$ cat src/rtl/serial_word_comparator_pkg.sv
// serial_cmp_pkg: definitions shared by the serial word comparator.
//   state_t    - controller state encoding (IDLE, RUN, DONE)
//   CHAIN_INIT - {l,g,e} chain value at the start of a compare ("equal so far")
package serial_cmp_pkg;

   typedef enum logic [1:0] {
      IDLE = 2'd0,
      RUN  = 2'd1,
      DONE = 2'd2
   } state_t;

   localparam logic [2:0] CHAIN_INIT = 3'b001;

endpackage

$ cat src/rtl/serial_word_comparator_cell.sv
// cmp_bit_cell: combinational one-bit magnitude comparator step.
// Ports:
//   a, b       - current operand bits
//   li, gi, ei - incoming chain state (less / greater / equal so far)
//   lo, go, eo - outgoing chain state
// A decision already made higher up the word (li, then gi) wins. Only when
// the chain is still "equal" do the local bits decide the outcome.
module cmp_bit_cell (
   input  logic a,
   input  logic b,
   input  logic li,
   input  logic gi,
   input  logic ei,
   output logic lo,
   output logic go,
   output logic eo
);

   always_comb begin
      lo = 1'b0;
      go = 1'b0;
      eo = 1'b0;
      if (li) begin
         lo = 1'b1;
      end else if (gi) begin
         go = 1'b1;
      end else if (ei) begin
         lo = ~a & b;
         go = a & ~b;
         eo = ~(a ^ b);
      end
   end

endmodule

$ cat src/rtl/serial_word_comparator.sv
// serial_word_comparator: compares two unsigned WIDTH-bit words one bit per
// clock, MSB first, through a single cmp_bit_cell.
// Ports:
//   clk, rst   - clock, synchronous active-high reset
//   start      - begin a compare (accepted in IDLE or DONE)
//   a, b       - operands, captured on the accepting edge
//   busy       - compare in progress
//   done       - one-cycle pulse, lt/gt/eq valid
//   lt, gt, eq - registered result, held until the next accepted start
// Build option: SERIAL_CMP_EARLY_EXIT_EN finishes as soon as the first
// differing bit is seen; otherwise every compare takes exactly WIDTH cycles.
module serial_word_comparator
   import serial_cmp_pkg::*;
#(
   parameter int WIDTH = 8
) (
   input  logic             clk,
   input  logic             rst,
   input  logic             start,
   input  logic [WIDTH-1:0] a,
   input  logic [WIDTH-1:0] b,
   output logic             busy,
   output logic             done,
   output logic             lt,
   output logic             gt,
   output logic             eq
);

   localparam int CW = $clog2(WIDTH + 1);

   state_t          state, state_nxt;
   logic [WIDTH-1:0] sa, sb;
   logic [CW-1:0]    cnt;
   logic             cl, cg, ce;
   logic             lo, go, eo;
   logic             accept;
   logic             finish;

   cmp_bit_cell u_cell (
      .a  (sa[WIDTH-1]),
      .b  (sb[WIDTH-1]),
      .li (cl),
      .gi (cg),
      .ei (ce),
      .lo (lo),
      .go (go),
      .eo (eo)
   );

   // cnt == 1 means the bit in the cell this cycle is the LSB.
`ifdef SERIAL_CMP_EARLY_EXIT_EN
   assign finish = (cnt == CW'(1)) | lo | go;
`else
   assign finish = (cnt == CW'(1));
`endif

   always_ff @(posedge clk) begin
      if (rst) state <= IDLE;
      else     state <= state_nxt;
   end

   always_comb begin
      state_nxt = state;
      accept    = 1'b0;
      busy      = 1'b0;
      done      = 1'b0;
      case (state)
         IDLE: begin
            if (start) begin
               accept    = 1'b1;
               state_nxt = RUN;
            end
         end
         RUN: begin
            busy = 1'b1;
            if (finish) state_nxt = DONE;
         end
         DONE: begin
            done = 1'b1;
            // A start here chains straight into the next compare.
            if (start) begin
               accept    = 1'b1;
               state_nxt = RUN;
            end else begin
               state_nxt = IDLE;
            end
         end
         default: state_nxt = IDLE;
      endcase
   end

   always_ff @(posedge clk) begin
      if (rst) begin
         sa           <= '0;
         sb           <= '0;
         cnt          <= '0;
         {cl, cg, ce} <= CHAIN_INIT;
         {lt, gt, eq} <= 3'b000;
      end else if (accept) begin
         sa           <= a;
         sb           <= b;
         cnt          <= CW'(WIDTH);
         {cl, cg, ce} <= CHAIN_INIT;
         {lt, gt, eq} <= 3'b000;
      end else if (state == RUN) begin
         {cl, cg, ce} <= {lo, go, eo};
         sa           <= sa << 1;
         sb           <= sb << 1;
         cnt          <= cnt - CW'(1);
         if (finish) {lt, gt, eq} <= {lo, go, eo};
      end
   end

endmodule
$ cat config.mk
export PLATFORM = sky130hd
export DESIGN_NAME = serial_word_comparator
export DESIGN_NICKNAME = d
export VERILOG_FILES = /design/src/rtl/serial_word_comparator_pkg.sv /design/src/rtl/serial_word_comparator_cell.sv /design/src/rtl/serial_word_comparator.sv
export SDC_FILE = /design/constraint.sdc
export NUM_CORES = 1
export LEC_CHECK = 0
export CAP_MARGIN = 20
export CORE_MARGIN = 2
export CORE_UTILIZATION = 30
export CTS_BUF_LIST = sky130_fd_sc_hd__clkbuf_16
export CTS_CLUSTER_SIZE = 16
export DETAILED_ROUTE_END_ITERATION = 7
export SLEW_MARGIN = 15
export SYNTH_ARGS = -nofsm -noshare
export SYNTH_HDL_FRONTEND = slang
export SYNTH_SLANG_ARGS = --single-unit
export TNS_END_PERCENT = 50
$ cat constraint.sdc
create_clock -name clk -period 4 [get_ports clk]
set_input_delay 0.4 -clock clk [delete_from_list [all_inputs] [get_ports clk]]
set_output_delay 0.4 -clock clk [all_outputs]
set_load 0.02 [all_outputs]
==> results.txt <==
----------------------------------------------------
[Status]
  Status ... completed

[CTS]
  CTS H-tree lvls ... 1
  Clock insertion delay at the later pin of the skew report ... 260 ps
  Post-cts repair resize count ... 0
  Master cell of the clock root buffer ... sky130_fd_sc_hd__clkbuf_16
  Clock slew at reported path FFs ... 60 ps
  Setup fix buffers added after clock tree synthesis ... 0
  CTS hold repair buffers ... 0
  TritonCTS sink count ... 28
  TritonCTS clock tree ... done
  Number of buffers added by the clock tree synthesis step ... 3
  Maximum clock insertion buffer count ... 2

[Synthesis]
  Main combinational cell family by area after synthesis ... compound AO/OA/AOI/OAI gates
  Number of enable-type register cells in the synthesized netlist ... 0
  Number of register bits inferred by synthesis ... 28
  Synthesized-area fraction occupied by and/or/nand/nor cells ... 19.1%
  Synth Area in Compound Gates ... 21.0%
  Adder-Cell Fraction of Synth Area ... 4.16%
  Post-synthesis area per instance ... 8.91 um2
  Top_reg_cell synth ... sky130_fd_sc_hd__dfxtp_1
  Ranking of synthesized cells by area ... sky130_fd_sc_hd__dfxtp_1 (47%), sky130_fd_sc_hd__a21oi_1 (7.1%), sky130_fd_sc_hd__a22oi_1 (5.6%), sky130_fd_sc_hd__nand3_1 (4.6%), sky130_fd_sc_hd__ha_1 (4.2%)
  Synthesized netlist net count ... 158
  Fraction of synthesized cell area in xor and xnor cells ... 0.728%
  Post-Syn Instances ... 135
  Total number of yosys warnings ... 0
  Sequential element share of the synthesized area ... 46.6%
  Async set-or-reset flop fraction in the synthesized netlist ... 0%
  Number of library cell types mapped by synthesis ... 30
  Multiplexer share of the synthesized area ... 0.832%
  Area share of the largest cell type after synthesis ... 46.6%
  Cell type with the largest total area after synthesis ... sky130_fd_sc_hd__dfxtp_1
  Combined area of all synthesized cells ... 0.00120 mm2

[Pwr]
  Share of total power in the clock network ... 35.2%
  Relative contribution of combinational cells to total power ... 15.6%
  Net load switching power ... 0.154 mW
  Internal Pwr Total ... 0.477 mW
  Share of total power consumed by net switching ... 24.4%
  Overall power of the completed layout ... 0.631 mW
  Max IR drop VDD ... 0.218 mV
  Leakage ... 0.522 nW
  Power per standard cell area ... 417 mW/mm2
  Sequential power share ... 49.1%

[Finish]
  Count of non-filler cells in the finished layout ... 201
  Layout overhead on the synthesized area ... 25.9%
  Cell area after layout ... 0.00151 mm2
  Final nets ... 175
  Number of antenna cells inserted ... 0
  Fill cells ... 417
  Ratio of cells with drive above 1 in the final layout ... 4.64%

[Critical path]
  R2R setup slack ... 1930 ps
  Worst setup path end ... busy
  Capturing element type of the critical path ... output pin
  Startpoint class of the critical path ... register
  Worst Reg-to-Reg Cells ... 4
  Startpoint of the most critical setup path ... state[0]
  Arrival time worst endpoint ... 2430 ps
  Peak per-stage delay on the critical path ... 690 ps
  Start of the worst register-to-register path ... state[1]
  Master of the slowest instance on the critical path ... sky130_fd_sc_hd__clkdlybuf4s50_1
  Setup Crit Path Kind ... reg -> out
  Largest fanout on the critical path ... 25
  Cell chain of the critical path ... nand2b_1 -> inv_2 -> clkdlybuf4s50_1
  Worst EP required ... 3600 ps
  Crit Reg-Reg Endpoint ... cnt[3]

[Placement]
  Number of cells after detailed placement ... 196
  DP Wirelength ... 1650 um
  Gpl congestion ... 0.796
  Instance area at placement ... 0.00143 mm2
  Number of port buffers ... 23

[STA]
  Final Hold Viols ... 0
  Worst Skew ... 1.96 ps
  Maximum achievable frequency ... 0.354 GHz
  Aggregate negative setup slack ... 0 ps
  Final-report max-slew violation count ... 0
  Relative slew margins ... 37.6%
  Time the worst path needs with I/O delays and setup ... 2830 ps
  Worst slew pin tran ... 937 ps
  WHS ... 468 ps
  Unrepaired setup endpoints after global routing ... false
  Fin crit share ... 70.7%
  Total setup violations reported at the end of the flow ... 0

[Die]
  Starting utilization of the core area ... 30.7%
  Standard-cell row count ... 23
  Area enclosed by the die boundary ... 0.00453 mm2
  Die outline width ... 67.3 um
  Vertical die dimension ... 67.3 um
  Number of top-level design ports ... 24
  Core ar. ... 0.00391 mm2

[Detailed routing]
  Average wire per cell in the routed design ... 12.5 um
  DRT antenna net count ... 0
  First-pass DRT Iterations ... 4
  Wire length reported by the detailed router ... 2510 um
  Vias per inst ... 5.06
  Number of DRC violations after detailed-routing iteration 0 ... 51
  Number of design rule violations left after detail routing ... 0
  Total via count in the routed design ... 1,018

[Global routing]
  Largest net degree at the start of global routing ... 26
  Antenna violations before repair ... 0
  Number of global-route vias before repair ... 958
  Final global-route overflow total ... 0
  Global routing usage summed across all routing layers ... 11.8%
  Wire length of the first global-routing pass ... 4190 um

[Worst hold path]
  Worst Hold Class ... reg -> reg
  Hold Path Stages ... 2

[Flow run]
  Max Cap Violations ... 0

----------------------------------------------------
[critical path: cells and delay by family, from the launching register on]
kind,cells,cell delay (ps)
flops,1,380
buf+inv,2,1270
simple gates,1,510
[stage by stage]
| step | utilization [%] | setup slack [ps] |
|---|---|---|
| 2_1_floorplan | - | 2540 |
| 3_3_place_gp | 36.5 | 1540 |
| 3_5_place_dp | 36.5 | 1440 |
| 4_1_cts | 38.5 | 1160 |
| 5_1_grt | 38.7 | 940 |
| 6_report | 38.7 | 1170 |
[sequential cells by signal, indices dropped and copies added (netlist names)]
name,count
sa,8
sb,8
cnt,4
state,2
ce,1
cg,1
cl,1
eq,1
gt,1
lt,1
[routing by layer]
metal	GRT usage, %	up-vias	wire length (um)
li1	-	522	-
met1	14.7	466	1180
met2	20.0	28	1210
met3	3.83	2	110
met4	2.55	0	15
met5	0	-	0
[area by class of cell]
cell class,instances,area [um2],share of cell area (%)
sequential,28,561,37.0
multi-input combinational,89,552,36.4
timing repair buffer,24,238,15.7
clock buffer,3,75.1,4.96
tap,50,62.6,4.13
inverter,6,22.5,1.49
clock inverter,1,3.75,0.248
[cells in the final DEF (no fill, tap or decap), drive strengths merged]
cell,count
a211o,1
a211oi,2
a21oi,17
a22oi,9
a311oi,4
a31oi,1
buf,1
clkbuf,3
clkdlybuf4s50,23
clkinv,1
dfxtp,28
ha,4
inv,6
mux2i,1
nand2,6
nand2b,3
nand3,11
nand3b,1
nor2,5
nor2b,2
nor3,10
nor3b,1
nor4bb,1
o21ai,2
o22ai,4
or3,1
or3b,1
or4,1
xor2,1
[synth_stat cells (5+ instances only)]
library cell and instances:
sky130_fd_sc_hd__buf_2 6, sky130_fd_sc_hd__nand3_1 11, sky130_fd_sc_hd__dfxtp_1 28, sky130_fd_sc_hd__nor3_1 10, sky130_fd_sc_hd__nor2_1 5, sky130_fd_sc_hd__a22oi_1 9
sky130_fd_sc_hd__inv_1 5, sky130_fd_sc_hd__nand2_1 6, sky130_fd_sc_hd__a21oi_1 17
[cells by family after synthesis]
| family | after synthesis |
|---|---|
| adders and majority gates | 4 |
| AOI/OAI and AO/OA | 40 |
| xor gates and xnor gates | 1 |
| buffers and inverters | 18 |
| muxes | 1 |
| and+or+nand+nor | 43 |
| DFF | 28 |
[how the worst min path moves through the flow]
stage | startpoint | end
6_report | sb[6] | sb[6]
3_5_place_dp | sa[6] | sa[6]
2_1_floorplan | sa[6] | sa[6]
4_1_cts | sb[6] | sb[6]
3_3_place_gp | sb[6] | sb[6]
5_1_grt | sb[6] | sb[6]
[power by group through the flow]
stage / clock [mW] / combinational [mW] / sequential [mW]
3_5_place_dp: 0 / 0.0970 / 0.316
4_1_cts: 0.227 / 0.0975 / 0.310
2_1_floorplan: 0 / 0.0700 / 0.313
3_3_place_gp: 0 / 0.0939 / 0.315
6_report: 0.222 / 0.0987 / 0.310
5_1_grt: 0.237 / 0.110 / 0.313
Power figures use the tool's default switching activity.
